File: config.mk
export PLATFORM = sky130hd
export DESIGN_NAME = alu_tile_host_port
export DESIGN_NICKNAME = d
export VERILOG_FILES = /design/src/rtl/alu_noc_pkg.sv /design/src/rtl/alu_sync_fifo.sv /design/src/rtl/alu_tile_host_port.sv
export SDC_FILE = /design/constraint.sdc
export NUM_CORES = 1
export LEC_CHECK = 0
export CORE_MARGIN = 10
export CORE_UTILIZATION = 50
export CTS_CLUSTER_DIAMETER = 100
export DETAILED_ROUTE_END_ITERATION = 7
export PLACE_DENSITY_LB_ADDON = 0.3
export SYNTH_ARGS = -nofsm -noshare
export SYNTH_HDL_FRONTEND = slang
export SYNTH_SLANG_ARGS = --single-unit
File: constraint.sdc
create_clock -name clk -period 16.7 [get_ports clk]
set_clock_uncertainty 0.2 [all_clocks]
set_input_delay 5.01 -clock clk [delete_from_list [all_inputs] [get_ports clk]]
set_output_delay 5.01 -clock clk [all_outputs]
set_load 0.01 [all_outputs]
File: src/rtl/alu_noc_pkg.sv
// alu_noc_pkg: shared widths, bundles and watchdog states
// for the ALU tile host port.
package alu_noc_pkg;

  localparam int ALU_DATA_W = 64;
  localparam int ALU_CTRL_W = 16;

  typedef struct packed {
    logic [ALU_DATA_W-1:0] a;
    logic [ALU_DATA_W-1:0] b;
    logic [ALU_CTRL_W-1:0] ctrl;
  } alu_cmd_t;

  typedef struct packed {
    logic [ALU_DATA_W-1:0] data;
    logic                  timeout;
  } alu_rsp_t;

  typedef enum logic [1:0] {
    WD_IDLE,
    WD_WAIT,
    WD_EXPIRE
  } wd_state_e;

endpackage

File: src/rtl/alu_sync_fifo.sv
// alu_sync_fifo: in-order synchronous FIFO, power-of-2 depth,
// head word visible combinationally on rdata.
module alu_sync_fifo #(
  parameter int WIDTH = 8,
  parameter int DEPTH = 4
) (
  input  logic                     clk,
  input  logic                     rst,
  input  logic                     push,
  input  logic [WIDTH-1:0]         wdata,
  input  logic                     pop,
  output logic [WIDTH-1:0]         rdata,
  output logic                     full,
  output logic                     empty,
  output logic [$clog2(DEPTH):0]   count
);

  localparam int AW = $clog2(DEPTH);
  localparam logic [AW:0] DEPTH_C = (AW+1)'(DEPTH);

  logic [WIDTH-1:0] mem [DEPTH];
  logic [AW-1:0]    wr_ptr;
  logic [AW-1:0]    rd_ptr;
  logic             do_push;
  logic             do_pop;

  assign full    = (count == DEPTH_C);
  assign empty   = (count == '0);
  assign do_push = push && !full;
  assign do_pop  = pop && !empty;
  assign rdata   = mem[rd_ptr];

  // storage array, no reset needed
  always_ff @(posedge clk) begin
    if (do_push) mem[wr_ptr] <= wdata;
  end

  // pointers and occupancy
  always_ff @(posedge clk) begin
    if (rst) begin
      wr_ptr <= '0;
      rd_ptr <= '0;
      count  <= '0;
    end else begin
      if (do_push) wr_ptr <= wr_ptr + AW'(1);
      if (do_pop)  rd_ptr <= rd_ptr + AW'(1);
      case ({do_push, do_pop})
        2'b10:   count <= count + (AW+1)'(1);
        2'b01:   count <= count - (AW+1)'(1);
        default: count <= count;
      endcase
    end
  end

endmodule

File: src/rtl/alu_tile_host_port.sv
// alu_tile_host_port: credit-limited host stage for an ALU tile.
// Optional watchdog: define ALU_HOST_PORT_TIMEOUT_EN.
module alu_tile_host_port
  import alu_noc_pkg::*;
#(
  parameter int DATA_W      = ALU_DATA_W,
  parameter int CTRL_W      = ALU_CTRL_W,
  parameter int CMD_DEPTH   = 4,
  parameter int MAX_OUT     = 4,
  parameter int TIMEOUT_CYC = 1024
) (
  input  logic                       clk,
  input  logic                       rst,
  input  logic                       cmd_valid,
  output logic                       cmd_ready,
  input  logic [DATA_W-1:0]          cmd_a,
  input  logic [DATA_W-1:0]          cmd_b,
  input  logic [CTRL_W-1:0]          cmd_ctrl,
  output logic [DATA_W-1:0]          tile_in_a,
  output logic [DATA_W-1:0]          tile_in_b,
  output logic [CTRL_W-1:0]          tile_in_ctrl,
  output logic                       tile_in_valid,
  input  logic [DATA_W-1:0]          tile_out_a,
  input  logic                       tile_out_valid,
  output logic                       rsp_valid,
  input  logic                       rsp_ready,
  output logic [DATA_W-1:0]          rsp_data,
  output logic                       rsp_timeout,
  output logic [$clog2(MAX_OUT):0]   inflight,
  output logic                       err_unexpected
);

  localparam int CW = $clog2(MAX_OUT) + 1;
  localparam logic [CW:0] MAX_C = (CW+1)'(MAX_OUT);

  alu_cmd_t cmd_in, cmd_head, issue_cmd;
  alu_rsp_t rsp_in, rsp_head;

  logic                       cmd_full, cmd_empty;
  logic                       cmd_fire, cmd_push, cmd_pop;
  logic [$clog2(CMD_DEPTH):0] unused_cmd_cnt;
  logic                       rsp_full, rsp_empty;
  logic                       rsp_push, rsp_pop;
  logic [CW-1:0]              rsp_cnt;
  logic [CW:0]                used;
  logic                       has_credit, issue, bypass;
  logic                       capture, expire, retire;
  logic [CW-1:0]              inflight_nx;

  assign cmd_in     = '{a: cmd_a, b: cmd_b, ctrl: cmd_ctrl};
  assign cmd_ready  = !cmd_full;
  assign cmd_fire   = cmd_valid && cmd_ready;
  assign used       = {1'b0, inflight} + {1'b0, rsp_cnt};
  assign has_credit = (used < MAX_C);
  assign issue      = has_credit && (!cmd_empty || cmd_fire);
  assign bypass     = cmd_empty && cmd_fire && has_credit;
  assign issue_cmd  = cmd_empty ? cmd_in : cmd_head;
  assign cmd_push   = cmd_fire && !bypass;
  assign cmd_pop    = issue && !cmd_empty;

  assign capture  = tile_out_valid && (inflight != '0);
  assign retire   = capture || expire;
  assign rsp_push = retire;
  assign rsp_pop  = rsp_valid && rsp_ready;

  assign rsp_valid   = !rsp_empty;
  assign rsp_data    = rsp_valid ? rsp_head.data : '0;
  assign rsp_timeout = rsp_valid && rsp_head.timeout;

  alu_sync_fifo #(
    .WIDTH ($bits(alu_cmd_t)),
    .DEPTH (CMD_DEPTH)
  ) u_cmd_fifo (
    .clk   (clk),
    .rst   (rst),
    .push  (cmd_push),
    .wdata (cmd_in),
    .pop   (cmd_pop),
    .rdata (cmd_head),
    .full  (cmd_full),
    .empty (cmd_empty),
    .count (unused_cmd_cnt)
  );

  alu_sync_fifo #(
    .WIDTH ($bits(alu_rsp_t)),
    .DEPTH (MAX_OUT)
  ) u_rsp_fifo (
    .clk   (clk),
    .rst   (rst),
    .push  (rsp_push),
    .wdata (rsp_in),
    .pop   (rsp_pop),
    .rdata (rsp_head),
    .full  (rsp_full),
    .empty (rsp_empty),
    .count (rsp_cnt)
  );

  // response word: tile result, else a timeout word
  always_comb begin
    rsp_in = '{data: '0, timeout: 1'b1};
    if (capture) rsp_in = '{data: tile_out_a, timeout: 1'b0};
  end

  // next in-flight count
  always_comb begin
    inflight_nx = inflight;
    case ({issue, retire})
      2'b10:   inflight_nx = inflight + CW'(1);
      2'b01:   inflight_nx = inflight - CW'(1);
      default: inflight_nx = inflight;
    endcase
  end

  // issue register, credit count and sticky error
  always_ff @(posedge clk) begin
    if (rst) begin
      tile_in_valid  <= 1'b0;
      tile_in_a      <= '0;
      tile_in_b      <= '0;
      tile_in_ctrl   <= '0;
      inflight       <= '0;
      err_unexpected <= 1'b0;
    end else begin
      tile_in_valid <= issue;
      if (issue) begin
        tile_in_a    <= issue_cmd.a;
        tile_in_b    <= issue_cmd.b;
        tile_in_ctrl <= issue_cmd.ctrl;
      end
      inflight <= inflight_nx;
      if (tile_out_valid && inflight == '0)
        err_unexpected <= 1'b1;
    end
  end

`ifdef ALU_HOST_PORT_TIMEOUT_EN
  localparam int TW = $clog2(TIMEOUT_CYC) + 1;
  localparam logic [TW-1:0] T_LAST = TW'(TIMEOUT_CYC - 1);

  wd_state_e     wd_q, wd_d;
  logic [TW-1:0] wd_cnt_q, wd_cnt_d;

  assign expire = (wd_q == WD_WAIT) && !capture &&
                  (wd_cnt_q == T_LAST);

  // watchdog state register
  always_ff @(posedge clk) begin
    if (rst) begin
      wd_q     <= WD_IDLE;
      wd_cnt_q <= '0;
    end else begin
      wd_q     <= wd_d;
      wd_cnt_q <= wd_cnt_d;
    end
  end

  // watchdog next state; expiry pushes on entry to EXPIRE
  always_comb begin
    wd_d     = wd_q;
    wd_cnt_d = '0;
    unique case (wd_q)
      WD_IDLE: begin
        if (issue) wd_d = WD_WAIT;
      end
      WD_WAIT: begin
        if (expire) begin
          wd_d = WD_EXPIRE;
        end else begin
          if (!capture) wd_cnt_d = wd_cnt_q + TW'(1);
          if (inflight_nx == '0) wd_d = WD_IDLE;
        end
      end
      WD_EXPIRE: begin
        wd_d = (inflight_nx != '0) ? WD_WAIT : WD_IDLE;
      end
      default: wd_d = WD_IDLE;
    endcase
  end
`else
  logic unused_wd;
  assign expire    = 1'b0;
  assign unused_wd = (TIMEOUT_CYC == 0);
`endif

endmodule
==> summary.md, run 1 <==
| Metric | Value |
|---|---|
| Max-cap violations | 0 |
| Final hold viol count | 0 |
| Simple-Gate Fraction of Synth Area | just under 7% |
| Count leader, synth | edfxtp_1 |
| Max FO, Critical Path | 41 |
| Syn Nets | 2394 |
| Sink Count | 1003 |
| First-pass GRT wire length | 139000 um |
| Initial DRC count | around 1700 |
| Mean Syn Cell Area | ~18 um2 |
| Final setup viols | 0 |
| Detailed-placement wirelength estimate | about 54000 um |
| Placed insts | 3522 |
| Via count | approximately 21000 |
| Fin Hold WS | approximately 0.31 ns |
| Max Slew Vio Count | 0 |
| Number of flops mapped to enable cells by yosys | between 800 and 900 |
| Number of synthesized register bits | about 1000 |
| Crit path required time | 11.49 ns |
| Crit path time final | approximately 8.6 ns |
| Layout cell share with drive strength beyond 1 | roughly 20% |
| XOR/XNOR share of the synthesized area | less than 1% |
| CP arrival | ~3.4 ns |
| CTS Root Cell | clkbuf_16 |
| Power, Total | about 8300 uW |
| Placement Setup Slack | 7.91 ns |
| Tcrit/Tclk final | 51.7% |
| WL final | roughly 91000 um |
| Synth Area in Adders | less than 1% |
| Final layout net count | between 2000 and 3000 |
| Routed length per instance | 24.5 um |
| Synth top area cells | edfxtp_1, mux4_2, dfxtp_1 |
| Overall global routing resource usage | 20.0% |
| Initial antenna violation count | 17 |
| Grt ovf | 0 |
| Main combinational cell family by area after synthesis | multiplexers |
| Maximum vdd drop | between 100 and 150 uV |
| Die height | ~300 um |
| Vias in the first global route | approximately 22000 |
| Slew @ Worst Pin | between 1 and 1.5 ns |
| FP Rows | between 100 and 150 |
| Fillers | approximately 5600 |
| Max Clk Rate | between 0.1 and 0.15 GHz |
| Die ar. | 89800 um2 |
| Vias per inst | roughly 5.6 |
| IO buf count | 428 |
| Io pins | between 400 and 500 |
| RSZ-0062 raised after global routing | false |
| R2R Path Start | inflight[1] |
| Post-route insts no fill | about 3700 |
| Leakage | about 0.016 uW |
| Cell area power density | between 150 and 200 nW/um2 |
| Critical path class | reg2out |
| Hold Crit Start | tile_in_a[62] |
| Largest net degree at the start of global routing | 82 |
| Synth cell count leaders | edfxtp_1, nand2_1, mux4_2 |
| Post-synth top area share | between 60% and 70% |
| Post-CTS Hold Buffers | 0 |
| H-Tree Depth | 3 |
| Multiplexer area fraction after synthesis | about an eighth |
| First-pass DRT Iterations | 5 |
| CTS tree | yes |
| Gpl congestion | between 0.7 and 0.8 |
| Synth Warn # | 0 |
| Worst-Skew Late Latency | between 0.6 and 0.7 ns |
| Core area | 77500 um2 |
| Share of flip-flops with an asynchronous set or reset | 0% |
| Worst relative slew slack | 23.7% |
| Post-Syn Instances | about 2200 |
| CTS buffer count | roughly 100 |
| Outcome | finished, final reports clean |
| Synth Flop Type | edfxtp_1 |
| Cts repair resizes | 0 |
| R2r setup slk | about 13 ns |
| Layout area overhead | 22.0% |
| Cell accounting for the most synthesized area | edfxtp_1 |
| Yosys cell types | 33 |
| Worst Hold Class | reg2reg |
| Mapped cell area | about 40000 um2 |
| CTS max path bufs | 3 |
| Crit path capture type | output pin |
| Setup bufs post-CTS | 0 |
| Synth Area in Compound Gates | between 5 and 6% |
| Die W | around 300 um |
| Clock slew at reported path FFs | about 0.060 ns |
| Initial Utilization | about half |
| DRC | 0 |
| Setup_tns | 0 ns |
| Antenna Nets Post-Route | 0 |
| Critical Path Start Type | flop |
| Post-route setup slack | between 8 and 9 ns |
| Post-synthesis sequential area ratio | 72.7% |
per-stage QoR:
step | util [%] | area [um2]
finish | 61.6 | 47700
global route | 61.6 | 47700
CTS | 61.6 | 47700
detailed placement | 57.1 | 44300
global placement | 57.1 | 44300
floorplan | - | 39100
placed cells by master (no fill, tap or decap), types with 9 or more instances in the layout:
| cell | instances |
|---|---|
| clkbuf_8 | 17 |
| bufinv_16 | 9 |
| buf_4 | 30 |
| dfxtp_1 | 163 |
| edfxtp_1 | 836 |
| nand2_1 | 288 |
| clkdlybuf4s50_1 | 427 |
| and2_1 | 130 |
| a311oi_2 | 131 |
| clkbuf_16 | 102 |
| clkinv_2 | 12 |
| mux4_2 | 209 |
| ha_1 | 13 |
| nor2_1 | 165 |
| clkinv_1 | 12 |
| inv_1 | 17 |
| clkbuf_1 | 28 |
| diode_2 | 9 |
| a311oi_1 | 13 |
power breakdown:
group	total [uW]	switching, uW	leakage [uW]	internal, uW
sequential	3420	230	0.00902	3190
combinational	2620	1430	0.00484	1190
clock	2290	943	0.00166	1350
total	8330	2610	0.0155	5720
critical path, stage by stage, from the launching register on:
cell and delay, ns:
dfxtp_4 0.68, buf_4 0.79, mux4_2 0.60, and2_1 0.20
clkdlybuf4s50_1 0.51
logic make-up after synthesis:
group,Yosys count
compound gates,158
xor+xnor,11
fa+ha+maj,16
buf+inv,158
flops,1003
mux,212
simple gates,607
final timing paths:
| path | to | cells past startpoint |
|---|---|---|
| setup / recovery | rsp_timeout | 4 |
| hold / removal | tile_in_a[62] | 2 |
| setup reg to reg | u_cmd_fifo.mem[0][115] | 7 |
| hold reg to reg | tile_in_a[62] | 2 |
routing by layer:
layer	vias to the layer above	share of wire [%]	track usage, %
met5	-	0.11	0
met4	18	1.8	5.39
met3	134	7.6	5.08
met2	703	50	33.2
met1	10842	40	26.0
li1	9285	-	-
state kept, by name (all words and copies together), names as in the netlist, named ones only:
register	cells
err_unexpected	1
inflight	3
tile_in_a	64
tile_in_b	64
tile_in_ctrl	16
tile_in_valid	1
u_cmd_fifo.count	3
u_cmd_fifo.mem	576
u_cmd_fifo.rd_ptr	2
u_cmd_fifo.wr_ptr	2
u_rsp_fifo.count	3
u_rsp_fifo.mem	260
u_rsp_fifo.rd_ptr	2
u_rsp_fifo.wr_ptr	2
final cells by class:
class / instances / area (um2) / share of cell area, %
Sequential cell: 1003 / 28500 / 59.6
Multi-Input combinational cell: 1004 / 9920 / 20.8
Timing Repair Buffer: 458 / 4510 / 9.46
Clock buffer: 146 / 2880 / 6.03
Tap cell: 1040 / 1300 / 2.73
Clock inverter: 46 / 568 / 1.19
Inverter: 17 / 63.8 / 0.134
Antenna cell: 9 / 22.5 / 0.0472
(Power assumes the default switching activity.)
==> run 2: changes to the inputs <==
Clock period 16.7 ns to 7.7 ns, I/O delays scaled along.
==> summary.md, run 2 (synthesis results as in run 1) <==
| Metric | Value |
|---|---|
| Critical-path cell list | buf_4, mux4_2, and2_1, clkdlybuf4s50_1 |
| CTS buffer count | 100 |
| Io pins | ~430 |
| Clock slew at reported path FFs | roughly 0.060 ns |
| Maximum vdd drop | between 300 and 400 uV |
| Max Slew Vio Count | 0 |
| Initial antenna violation count | 16 |
| FP Rows | about 100 |
| Gpl congestion | between 0.7 and 0.8 |
| Crit path time final | 5.89 ns |
| CP max stage delay | between 0.9 and 1 ns |
| RR Endpoint | u_rsp_fifo.mem[3][52] |
| Register area | around 28000 um2 |
| Fillers | between 5000 and 6000 |
| Sink Count | about 1000 |
| First-pass GRT wire length | 139000 um |
| Cell area power density | about 380 nW/um2 |
| Cts repair resizes | 0 |
| Final setup viols | 0 |
| Crit path required time | just over 5 ns |
| Final hold viol count | 0 |
| Core area | between 70000 and 80000 um2 |
| Hold path cells | 2 |
| Grt ovf | 0 |
| Routed length per instance | roughly 24 um |
| Max FO, Critical Path | 46 |
| Outcome | finished, final reports clean |
| Slowest stage cell, crit path | dfxtp_4 |
| Worst relative slew slack | about 30% |
| DRC | 0 |
| Critical path class | reg2out |
| First-pass DRT Iterations | 5 |
| Layout area overhead | 22.1% |
| Top Registers | u_cmd_fifo.mem x576, u_rsp_fifo.mem x260 |
| Worst-Skew Late Latency | approximately 0.64 ns |
| RSZ-0062 raised after global routing | false |
| CP arrival | roughly 3.4 ns |
| Max-cap violations | 0 |
| H-Tree Depth | 3 |
| WL final | 90900 um |
| Layout cell share with drive strength beyond 1 | about a fifth |
| Max FFs per register | between 500 and 600 |
| Critical Path Start Type | flop |
| R2R Path Start | inflight[1] |
| Fin Hold WS | 0.297 ns |
| Antenna Nets Post-Route | 0 |
| Most common cell after layout, fill and taps aside | edfxtp_1 |
| Final layout net count | between 2000 and 3000 |
| Max Clk Rate | between 0.15 and 0.2 GHz |
| Initial Utilization | between 50% and 60% |
| R2R depth | 7 |
| CTS Root Cell | clkbuf_16 |
| CTS max path bufs | 3 |
| Slew @ Worst Pin | between 1 and 1.5 ns |
| Overall global routing resource usage | around 20% |
| Leakage | around 0.016 uW |
| Area occupied by multi-input gates | ~10000 um2 |
| Detailed-placement wirelength estimate | 54200 um |
| Tcrit/Tclk final | between 70% and 80% |
| IO buf count | 428 |
| CTS tree | yes |
| Die W | about 300 um |
| Post-CTS Hold Buffers | 0 |
| Via count | roughly 21000 |
| Setup_tns | 0 ns |
| Hold Crit Start | err_unexpected |
| Die height | about 300 um |
| Largest net degree at the start of global routing | roughly 150 |
| Crit path capture type | output pin |
| Setup bufs post-CTS | 0 |
| WHS Endpoint | err_unexpected |
| Most frequent cells in the layout | edfxtp_1, clkdlybuf4s50_1, nand2_1, mux4_2, nor2_1 |
| Initial DRC count | ~1400 |
| Worst Hold Class | reg2reg |
| Buf/Inv on CP | 2 |
| R2r setup slk | 3.89 ns |
| Critical path's top delay family | buffers and inverters |
| Most flop-heavy register | u_cmd_fifo.mem |
| Vias per inst | between 5 and 6 |
| Vias in the first global route | roughly 23000 |
| Die ar. | between 80000 and 90000 um2 |
run 2: cell types whose count changed in the layout (fill, tap and decap cells not counted), moves of 3 or more:
cell        before  now
buf_12           0    7
buf_4           30   23
bufinv_16        9   14
clkbuf_1        28   18
clkbuf_8        17   11
clkinv_2        12   23
clkinvlp_4       6    3
diode_2          9    2
run 2: worst max path at each step:
stage,from,endpoint,slack [ns],cells after the start
after floorplan,cmd_valid,u_cmd_fifo.mem[0][0],1.10,2
after global placement,tile_out_valid,u_rsp_fifo.mem[2][47],1.76,7
after detailed placement,tile_out_valid,u_rsp_fifo.mem[3][54],1.63,7
after CTS,flop,rsp_data[42],1.69,4
after global routing,flop,rsp_data[42],1.53,4
final,flop,rsp_data[42],1.81,4
run 2: per-stage QoR:
stage | area, um2 | util [%] | total power, uW | worst slack [ns] | instances
floorplan | 39100 | - | 11200 | 1.10 | 2165
global placement | 44300 | 57.2 | 13100 | 1.76 | 3522
detailed placement | 44300 | 57.2 | 13300 | 1.63 | 3522
CTS | 47800 | 61.7 | 18300 | 1.69 | 3709
global route | 47800 | 61.7 | 19000 | 1.53 | 3711
finish | 47800 | 61.7 | 18100 | 1.81 | 3711
run 2: area by class of cell:
| cell class | instances | share of cell area [%] |
|---|---|---|
| diodes | 2 | 0.0105 |
| well taps | 1040 | 2.72 |
| multi-input cells | 1004 | 20.8 |
| repair buffers | 458 | 9.63 |
| inverters | 17 | 0.134 |
| clock buffers | 130 | 5.77 |
| flip-flops and latches | 1003 | 59.6 |
| clock inverters | 57 | 1.40 |
run 2: where the power goes:
group | internal, uW | switching (uW) | total (uW)
Sequential | 6910 | 514 | 7430
Clock | 3000 | 1990 | 4990
Combinational | 2590 | 3090 | 5680
Total | 12500 | 5600 | 18100
run 2: metal layers:
| layer | wire, um | part of all wire, % | up-vias | global-route usage [%] |
|---|---|---|---|---|
| li1 | - | - | 9273 | - |
| met1 | 35800 | 39 | 10832 | 25.2 |
| met2 | 45900 | 51 | 720 | 33.9 |
| met3 | 7290 | 8.0 | 136 | 5.60 |
| met4 | 1700 | 1.9 | 28 | 5.55 |
| met5 | 163 | 0.18 | - | 0 |
run 2: worst reg2reg max path, stage by stage, from the launching register on:
cell and delay (ns):
dfxtp_1 0.51, nor3_1 0.15, nor2b_4 0.12, buf_4 0.52, inv_1 0.22, a31oi_1 0.49
and2_2 0.84, buf_4 0.42
